`src/rtl/pattern_tx_if.sv`:
```
`default_nettype none
// ---------------------------------------------------------------------------
// pattern_tx_if : request/serial-output bundle for pattern_tx
// Revision      : 1.0
// ---------------------------------------------------------------------------
interface pattern_tx_if #(
  parameter int CW = 4
);
  logic          start;
  logic [CW-1:0] count;
  logic          j;
  logic          valid;
  logic          expect_flag;  // "expect" is a reserved word in SystemVerilog
  logic          busy;
  logic          done;

  modport master (
    output start, count,
    input  j, valid, expect_flag, busy, done
  );

  modport slave (
    input  start, count,
    output j, valid, expect_flag, busy, done
  );
endinterface
`default_nettype wire

```
`src/rtl/pattern_tx.sv`:
```
`default_nettype none
// ---------------------------------------------------------------------------
// pattern_tx : repeats a fixed bit pattern MSB-first on j, with idle gaps
// Revision   : 1.0
// ---------------------------------------------------------------------------
module pattern_tx #(
  parameter int               WIDTH   = 5,
  parameter logic [WIDTH-1:0] PATTERN = 5'b10110,
  parameter int               GAP     = 1,
  parameter int               CW      = 4
) (
  input  logic        clk,
  input  logic        rst,
  pattern_tx_if.slave bus
);

  localparam int c_iw = $clog2(WIDTH);
  localparam int c_gw = (GAP > 0) ? $clog2(GAP + 1) : 1;
  localparam logic [c_iw-1:0] c_idx_top  = c_iw'(WIDTH - 1);
  localparam logic [c_gw-1:0] c_gap_load = (GAP > 0) ? c_gw'(GAP - 1) : '0;

  typedef enum logic [1:0] {
    S_IDLE = 2'd0,
    S_SEND = 2'd1,
    S_GAP  = 2'd2,
    S_DONE = 2'd3
  } state_t;

  state_t          r_state;
  logic [c_iw-1:0] r_idx;
  logic [CW-1:0]   r_remaining;
  logic [c_gw-1:0] r_gap_cnt;
  logic            r_j;
  logic            r_valid;
  logic            r_expect;
  logic            r_busy;
  logic            r_done;

  logic [c_iw-1:0] w_idx_dec;
  assign w_idx_dec = r_idx - c_iw'(1);

  // Outputs are computed for the cycle that follows each edge, so r_idx
  // always names the bit currently being driven on j.
  always_ff @(posedge clk or negedge rst) begin
    if (!rst) begin
      r_state     <= S_IDLE;
      r_idx       <= '0;
      r_remaining <= '0;
      r_gap_cnt   <= '0;
      r_j         <= 1'b0;
      r_valid     <= 1'b0;
      r_expect    <= 1'b0;
      r_busy      <= 1'b0;
      r_done      <= 1'b0;
    end else begin
      case (r_state)
        S_IDLE: begin
          if (bus.start) begin
            r_remaining <= bus.count;
            if (bus.count != '0) begin
              r_state  <= S_SEND;
              r_idx    <= c_idx_top;
              r_j      <= PATTERN[WIDTH-1];
              r_valid  <= 1'b1;
              r_expect <= 1'b0;
              r_busy   <= 1'b1;
            end else begin
              r_state <= S_DONE;
              r_done  <= 1'b1;
            end
          end
        end

        S_SEND: begin
          if (r_idx != '0) begin
            r_idx    <= w_idx_dec;
            r_j      <= PATTERN[w_idx_dec];
            r_expect <= (w_idx_dec == '0);
          end else if (r_remaining == CW'(1)) begin
            r_state  <= S_DONE;
            r_j      <= 1'b0;
            r_valid  <= 1'b0;
            r_expect <= 1'b0;
            r_busy   <= 1'b0;
            r_done   <= 1'b1;
          end else begin
            r_remaining <= r_remaining - CW'(1);
            r_idx       <= c_idx_top;
            r_expect    <= 1'b0;
            if (GAP > 0) begin
              r_state   <= S_GAP;
              r_gap_cnt <= c_gap_load;
              r_j       <= 1'b0;
              r_valid   <= 1'b0;
            end else begin
              r_j <= PATTERN[WIDTH-1];
            end
          end
        end

        S_GAP: begin
          if (r_gap_cnt == '0) begin
            r_state <= S_SEND;
            r_j     <= PATTERN[WIDTH-1];
            r_valid <= 1'b1;
          end else begin
            r_gap_cnt <= r_gap_cnt - c_gw'(1);
          end
        end

        S_DONE: begin
          r_state <= S_IDLE;
          r_done  <= 1'b0;
        end

        default: begin
          r_state  <= S_IDLE;
          r_j      <= 1'b0;
          r_valid  <= 1'b0;
          r_expect <= 1'b0;
          r_busy   <= 1'b0;
          r_done   <= 1'b0;
        end
      endcase
    end
  end

  assign bus.j           = r_j;
  assign bus.valid       = r_valid;
  assign bus.expect_flag = r_expect;
  assign bus.busy        = r_busy;
  assign bus.done        = r_done;

endmodule
`default_nettype wire

```
`src/flat_wrapper.sv`:
```
// flat-port wrapper written by rule: the top's interface ports become plain ports
module pattern_tx_flat 
#(
  parameter int               WIDTH   = 5,
  parameter logic [WIDTH-1:0] PATTERN = 5'b10110,
  parameter int               GAP     = 1,
  parameter int               CW      = 4
)
  (clk, rst, bus_start, bus_count, bus_j, bus_valid, bus_expect_flag, bus_busy, bus_done);
  pattern_tx_if #(.CW(CW)) bus_i ();
  input  logic clk;
  input  logic rst;
  input wire logic [$bits(bus_i.start)-1:0] bus_start;
  input wire logic [$bits(bus_i.count)-1:0] bus_count;
  output wire logic [$bits(bus_i.j)-1:0] bus_j;
  output wire logic [$bits(bus_i.valid)-1:0] bus_valid;
  output wire logic [$bits(bus_i.expect_flag)-1:0] bus_expect_flag;
  output wire logic [$bits(bus_i.busy)-1:0] bus_busy;
  output wire logic [$bits(bus_i.done)-1:0] bus_done;
  assign bus_i.start = bus_start;
  assign bus_i.count = bus_count;
  assign bus_j = bus_i.j;
  assign bus_valid = bus_i.valid;
  assign bus_expect_flag = bus_i.expect_flag;
  assign bus_busy = bus_i.busy;
  assign bus_done = bus_i.done;
  pattern_tx #(.WIDTH(WIDTH), .PATTERN(PATTERN), .GAP(GAP), .CW(CW)) u_core (.clk(clk), .rst(rst), .bus(bus_i));
endmodule
```
`config.mk`:
```
export PLATFORM = sky130hd
export DESIGN_NAME = pattern_tx_flat
export DESIGN_NICKNAME = d
export VERILOG_FILES = /design/src/rtl/pattern_tx_if.sv /design/src/rtl/pattern_tx.sv /design/src/flat_wrapper.sv
export SDC_FILE = /design/constraint.sdc
export NUM_CORES = 1
export LEC_CHECK = 0
export CORE_UTILIZATION = 43
export DETAILED_ROUTE_END_ITERATION = 8
export PLACE_DENSITY = 0.76
export SLEW_MARGIN = 5
export SYNTH_ARGS = -nofsm -noshare
export SYNTH_HDL_FRONTEND = slang
export SYNTH_SLANG_ARGS = --single-unit
```
`constraint.sdc`:
```
create_clock -name clk -period 2.9 [get_ports clk]
set_input_delay 0.29 -clock clk [delete_from_list [all_inputs] [get_ports clk]]
set_output_delay 0.29 -clock clk [all_outputs]
set_load 0.02 [all_outputs]
```
After elaboration in Yosys (flattened, before gate mapping). Memories as Yosys holds them, arrays and structs flattened. Index checks and enable logic that the tools add are counted.

Flip-flop bits (word level): 15. Bits in read-only memories: 8. Input bits: 7. Output and inout port bits: 5. Logic and storage cells: 82. Memories: 1.

Memories: (name not given) (depth 8, bits a word 1, read ports 1, clocked after Yosys merged registers in 0, wr ports 0, line pattern_tx.sv:77) `r_j <= PATTERN[w_idx_dec];`.

Add/sub/neg operators: 3. Order comparisons: 1. Equal/unequal tests: 12. Mux-type cells: 39. Reduce and logical (&&, ||, !) cells: 17.

Operators by type and width (number): $mux 1 (19); $reduce_and 5->1 (3); $mux 3 (4); $mux 4 (3); $reduce_and 4->1 (3); $ne 2x2->1 const B (5); $pmux 1 s3 (3); $reduce_and 3->1 (3); $reduce_bool 3->1 (3); $mux 2 (4); $pmux 2 s4 (1); $pmux 4 s2 (1); $pmux 1 s2 (3); $pmux 3 s2 (1); $eq 2x2->1 const B (2); $eq 4x1->1 const B (1); $lt 3x4->1 const B (1); $ne 2x1->1 const B (2); $reduce_bool 2->1 (2); $reduce_bool 4->1 (1); $sub 4x1->4 const B (1); $logic_not 3->1 (1); $ne 3x2->1 const B (1); $sub 3x1->3 const B (1); 3 further kinds (3).

Longest topological paths before layout.
Depth in word-level cells: 5. Gate-level depth with buffers: 7. Depth with buffers taken out: 6.

Worst setup path before layout. No wires, ideal clock.

Kind: reg2reg. From: register u_core.r_state[0]. To: register u_core.r_valid, in the netlist u_core.bus.valid. Library setup time: 125 ps. Data arrival time: 1591 ps. Required time: 2775 ps. Setup slack: 1183 ps. Stages on the path, launching flop included: 8. Path buffers: 1. Period minus slack after synthesis: 1717 ps. Cells stage by stage: dfrtp_1 -> inv_1 -> ha_1 -> clkbuf_1 -> inv_1 -> a21oi_4 -> a211oi_2 -> mux2_4.

Cells in the longest elaborated chain, start to end: 3. Elaborated cells between the ends (all ways): 10. Classes of those cells: eq/ne: 6; mux: 1; reduce/logical: 3.

RTL lines: start: declaration (line pattern_tx.sv:29) `state_t r_state;`; start signal: assignment (line pattern_tx.sv:46) `r_state <= S_IDLE;`; start signal: assignment (line pattern_tx.sv:61) `r_state <= S_SEND;`; start signal: assignment (line pattern_tx.sv:68) `r_state <= S_DONE;`; $eq 2x1->1, or another cell as far along (line pattern_tx.sv:56) `case (r_state)`; $ne 2x2->1 (no line), or another cell as far along; $reduce_and 5->1 (no line); end signal: assignment (line pattern_tx.sv:51) `r_valid <= 1'b0;`; end signal: assignment (line pattern_tx.sv:64) `r_valid <= 1'b1;`; end signal: assignment (line pattern_tx.sv:82) `r_valid <= 1'b0;`; end: declaration (line pattern_tx.sv:34) `logic r_valid;`.

Parallel ways exist; a longest one is shown, timed or not. A chain may end at the register's enable or synchronous reset.

Final worst setup path.
From: register u_core.r_state[1]. To: register u_core.r_idx[1].

Cells in the longest elaborated chain, start to end: 3. Elaborated cells between the ends (all ways): 8. Classes of those cells: eq/ne: 4; mux: 1; reduce/logical: 3.

RTL lines: $eq 2x1->1 / $logic_not 2->1 (equally long branches) (line pattern_tx.sv:56); $ne 3x2->1 (no line), or another cell as far along; $reduce_and 4->1 (no line); end signal: assignment (line pattern_tx.sv:62) `r_idx <= c_idx_top;`; end signal: assignment (line pattern_tx.sv:76) `r_idx <= w_idx_dec;`; end signal: assignment (line pattern_tx.sv:88) `r_idx <= c_idx_top;`; end: declaration (line pattern_tx.sv:30) `logic [c_iw-1:0] r_idx;`.

Parallel ways exist; a longest one is shown, timed or not.

==> impl_metrics.xml <==
<?xml version="1.0" encoding="UTF-8"?>
<metrics>
  <group name="outcome">
    <metric name="result_of_the_run" unit="">finished clean</metric>
  </group>
  <group name="power_and_ir_drop">
    <metric name="power.static_leakage" unit="nW">0.5126</metric>
    <metric name="power.share.clock" unit="%">10.6</metric>
    <metric name="internal_power" unit="mW">0.7428</metric>
    <metric name="share_comb_of_total_power" unit="%">62.5</metric>
    <metric name="power-per-cell-area" unit="mW/mm²">1158</metric>
    <metric name="power.switching" unit="mW">0.6282</metric>
    <metric name="seq_power_share" unit="%">27.0</metric>
    <metric name="fin_total_pwr" unit="mW">1.371</metric>
    <metric name="ir_worst_vdd" unit="mV">0.6229</metric>
    <metric name="p_sw_share" unit="%">45.82</metric>
  </group>
  <group name="cts">
    <metric name="tritoncts" unit="">done</metric>
    <metric name="clk_transition_reported_paths" unit="ns">0.09</metric>
    <metric name="clk_root_buffer_cell" unit="">sky130_fd_sc_hd__clkbuf_4</metric>
    <metric name="ctsHtreeMaxLevel" unit="">1</metric>
    <metric name="ctsHoldBuffers" unit="">0</metric>
    <metric name="cts_max_path_buffers" unit="">2</metric>
    <metric name="cts_inserted_buffers" unit="">3</metric>
    <metric name="post_cts_buffers" unit="">0</metric>
    <metric name="cts.repair.resized" unit="">0</metric>
    <metric name="clk-insertion-delay-late" unit="ns">0.29</metric>
    <metric name="cts_num_sinks" unit="">14</metric>
  </group>
  <group name="die">
    <metric name="die_x" unit="µm">50.73</metric>
    <metric name="chipHeight" unit="µm">50.73</metric>
    <metric name="initial_utilization" unit="%">45.71</metric>
    <metric name="floorplan.io_pins" unit="">12</metric>
    <metric name="floorplan.rows" unit="">17</metric>
    <metric name="core_area" unit="mm²">0.002233</metric>
    <metric name="die_area" unit="mm²">0.002573</metric>
  </group>
  <group name="synth">
    <metric name="synth_cells" unit="">107</metric>
    <metric name="post_synth_and_or_nand_nor_area_fraction" unit="%">14.58</metric>
    <metric name="synth_top_family_by_area" unit="">compound AO/OA/AOI/OAI gates</metric>
    <metric name="synth_edf_count" unit="">0</metric>
    <metric name="synth_register_bits" unit="">14</metric>
    <metric name="synth.lib_cells_used.distinct" unit="">39</metric>
    <metric name="synth_compound_gate_area_share" unit="%">25.00</metric>
    <metric name="xor_xnor_share_of_the_synthesized_area" unit="%">1.716</metric>
    <metric name="ys.flop_type" unit="">sky130_fd_sc_hd__dfrtp_1</metric>
    <metric name="yosys-top-cells-area" unit="">sky130_fd_sc_hd__dfrtp_1 (34%), sky130_fd_sc_hd__ha_1 (12%), sky130_fd_sc_hd__inv_1 (4.4%), sky130_fd_sc_hd__mux2i_1 (2.9%), sky130_fd_sc_hd__o21ai_0 (2.9%)</metric>
    <metric name="postSynthNetCount" unit="">124</metric>
    <metric name="synth_area" unit="mm²">0.001021</metric>
    <metric name="synth-adder-area-share" unit="%">12.25</metric>
    <metric name="ys_warn_count" unit="">0</metric>
    <metric name="synth.mux.area_fraction" unit="%">4.412</metric>
    <metric name="synth.top_cell.area_share" unit="%">34.31</metric>
    <metric name="ys_seq_area_share" unit="%">34.31</metric>
    <metric name="postSynth.asyncResetShare" unit="%">100.0</metric>
    <metric name="syn_area_per_cell" unit="µm²">9.542</metric>
    <metric name="cell_type_contributing_the_most_total_cell_area_after_synthesis" unit="">sky130_fd_sc_hd__dfrtp_1</metric>
  </group>
  <group name="drt">
    <metric name="route.detailed.vias_per_inst" unit="">5.810</metric>
    <metric name="drt.antenna.violating_nets" unit="">0</metric>
    <metric name="dr_total_vias" unit="">854</metric>
    <metric name="finalWirelength" unit="µm">2159</metric>
    <metric name="route.detailed.wl_per_inst" unit="µm">14.69</metric>
    <metric name="initial_drt_pass_iterations" unit="">4</metric>
    <metric name="detail_route.drc_violations" unit="">0</metric>
    <metric name="count_of_routing_violations_after_the_opening_detailed_route_iteration" unit="">24</metric>
  </group>
  <group name="critical_path">
    <metric name="timing.critical_path.required" unit="ns">3.08</metric>
    <metric name="critPathMostFrequentCell" unit="">sky130_fd_sc_hd__inv_1</metric>
    <metric name="critical_path.endpoint_type" unit="">flip-flop</metric>
    <metric name="critical_path.max_fanout" unit="">15</metric>
    <metric name="crit_path_max_incr_delay" unit="ns">0.43</metric>
    <metric name="timing.critical_path.from_type" unit="">flip-flop</metric>
    <metric name="critical_path.top_delay_family" unit="">compound AO/OA/AOI/OAI gates</metric>
    <metric name="cp_data_arrival_time" unit="ns">2.13</metric>
    <metric name="critical_path.n_buffers_inverters" unit="">3</metric>
    <metric name="launch_instance_of_the_worst_register_to_register_path" unit="">u_core.r_state[1]$_DFFE_PN0P_</metric>
    <metric name="crit_chain" unit="">inv_1 &gt; ha_1 &gt; buf_4 &gt; inv_1 &gt; o22ai_1 &gt; o21ai_0 &gt; a32o_1</metric>
    <metric name="rrSetupSlack" unit="ns">0.95</metric>
    <metric name="critical_path.reg2reg.endpoint" unit="">u_core.r_idx[1]$_DFFE_PN0P_</metric>
    <metric name="criticalPathCategory" unit="">reg2reg</metric>
    <metric name="critical-path-slowest-cell" unit="">sky130_fd_sc_hd__dfrtp_1</metric>
    <metric name="ff2ff_path_depth" unit="">7</metric>
  </group>
  <group name="global_routing">
    <metric name="wire_length_of_the_first_global_routing_pass" unit="µm">3581</metric>
    <metric name="globalRouteOverflowTotal" unit="">0</metric>
    <metric name="grt_usage" unit="%">18.59</metric>
    <metric name="grt_max_degree" unit="">16</metric>
    <metric name="grt_antenna_before_repair" unit="">0</metric>
    <metric name="vias_in_the_first_global_route" unit="">823</metric>
  </group>
  <group name="timing">
    <metric name="achievable-frequency" unit="MHz">512.6</metric>
    <metric name="totalNegativeSetupSlack" unit="ns">0</metric>
    <metric name="timing.final.crit_period" unit="ns">1.951</metric>
    <metric name="slew_headroom" unit="%">54.60</metric>
    <metric name="report.final.setup_viol" unit="">0</metric>
    <metric name="timing_hold_violations_final" unit="">0</metric>
    <metric name="clock_skew" unit="ns">0.007858</metric>
    <metric name="period_share" unit="%">67.27</metric>
    <metric name="grt_setup_unrepaired" unit="">no</metric>
    <metric name="timing_worst_slew_pin_value" unit="ns">0.6788</metric>
    <metric name="timing_max_transition_violations_final" unit="">0</metric>
  </group>
  <group name="final_layout">
    <metric name="drive_above_1_share" unit="%">9.244</metric>
    <metric name="final.fill_count" unit="">205</metric>
    <metric name="diodes" unit="">0</metric>
    <metric name="multiInputGateArea" unit="µm²">591.8</metric>
    <metric name="flow.area_growth_from_synthesis" unit="%">15.93</metric>
    <metric name="num-nets-final" unit="">137</metric>
    <metric name="seq_area" unit="µm²">350.3</metric>
  </group>
  <group name="place">
    <metric name="globalplace.congestion" unit="">0.8856</metric>
    <metric name="numPortBuffers" unit="">11</metric>
    <metric name="dp_hpwl" unit="µm">1577</metric>
  </group>
  <group name="worst_hold_path">
    <metric name="hold_class" unit="">in2async</metric>
  </group>
  <group name="job">
    <metric name="maximum_capacitance_violations" unit="">0</metric>
  </group>
</metrics>
==> cells by family after synthesis <==
group / Yosys count
multiplexers: 4
adder cells (fa/ha/maj): 10
XOR/XNOR: 2
buffers and inverters: 17
flip-flops: 14
AND/OR/NAND/NOR: 26
AO/OA/AOI/OAI: 34
==> stage by stage <==
step	setup slack [ns]	area (µm²)	instances	util (%)	hold slack, ns
2_1_floorplan	1.183	1021	107	-	-0.005591
3_3_place_gp	0.8399	1147	143	51.37	0.4880
3_5_place_dp	0.8313	1147	143	51.37	0.4961
4_1_cts	0.9929	1184	147	53.00	0.4235
5_1_grt	0.8462	1184	147	53.00	0.4567
6_report	0.9491	1184	147	53.00	0.4043
==> Yosys cell counts, drive strengths merged, types with 2 or more instances <==
master	instances
nand2b	4
clkbuf	3
xor2	2
nand2	6
buf	2
o22ai	2
o21ai	6
a21oi	6
a22oi	4
nand4b	2
mux2i	3
a31oi	2
inv	12
dfrtp	14
nand3	4
nor2	2
nor4	2
ha	10
a211oi	3
==> cell usage in the layout, fill, tap and decap left out, types with 3 or more instances in the layout <==
master / n
sky130_fd_sc_hd__o21ai_0: 6
sky130_fd_sc_hd__inv_1: 12
sky130_fd_sc_hd__ha_1: 10
sky130_fd_sc_hd__a21oi_1: 5
sky130_fd_sc_hd__mux2i_1: 3
sky130_fd_sc_hd__a22oi_1: 4
sky130_fd_sc_hd__nand3_1: 4
sky130_fd_sc_hd__clkdlybuf4s50_1: 11
sky130_fd_sc_hd__nand2_1: 6
sky130_fd_sc_hd__clkbuf_4: 3
sky130_fd_sc_hd__dfrtp_1: 14
sky130_fd_sc_hd__nand2b_1: 4
==> area by class of cell <==
type / instances / share of cell area [%]
Sequential cell: 14 / 29.60
Multi-Input combinational cell: 76 / 50.00
Clock buffer: 4 / 3.066
Inverter: 12 / 3.805
Timing Repair Buffer: 13 / 10.57
Tap cell: 28 / 2.960
==> layer usage <==
metal	share of wire [%]	routed length [µm]	GRT usage, %	vias to the layer above
met5	0	0	0	-
met4	0.37	8	2.315	0
met3	4.7	101	5.758	2
met2	47	1013	31.11	24
met1	48	1035	24.02	411
li1	-	-	-	417
==> flip-flops by register name, summed over array words and instances (netlist names) <==
register / count
u_core.bus.busy: 1
u_core.bus.done: 1
u_core.bus.expect_flag: 1
u_core.bus.j: 1
u_core.bus.valid: 1
u_core.r_idx: 3
u_core.r_remaining: 4
u_core.r_state: 2
==> power by group through the flow <==
stage	Sequential, mW	Combinational, mW	Clock [mW]
floorplan	0.376	0.641	0
global placement	0.367	0.822	0
detailed placement	0.372	0.843	0
CTS	0.368	0.851	0.146
global route	0.382	0.938	0.155
finish	0.370	0.857	0.145
==> worst max path at each step <==
stage                                   from                           end  slack [ns]  depth (start not counted)
2_1_floorplan  u_core.r_state[0]$_DFFE_PN0P_  u_core.bus.valid$_DFFE_PN0P_        1.18                          7
3_3_place_gp                    bus_count[0]   u_core.r_idx[1]$_DFFE_PN0P_        0.84                          5
3_5_place_dp                    bus_count[0]   u_core.r_idx[1]$_DFFE_PN0P_        0.83                          5
4_1_cts        u_core.r_state[1]$_DFFE_PN0P_   u_core.r_idx[1]$_DFFE_PN0P_        0.99                          7
5_1_grt        u_core.r_state[1]$_DFFE_PN0P_   u_core.r_idx[1]$_DFFE_PN0P_        0.85                          7
6_report       u_core.r_state[1]$_DFFE_PN0P_   u_core.r_idx[1]$_DFFE_PN0P_        0.95                          7
==> worst register-to-register path: cells and delay by family, from the launching register on <==
kind	cells	cell delay [ns]
compound gates	3	0.80
fa+ha+maj	1	0.16
buf+inv	3	0.45
flops	1	0.43
Power figures use the tool's default switching activity.
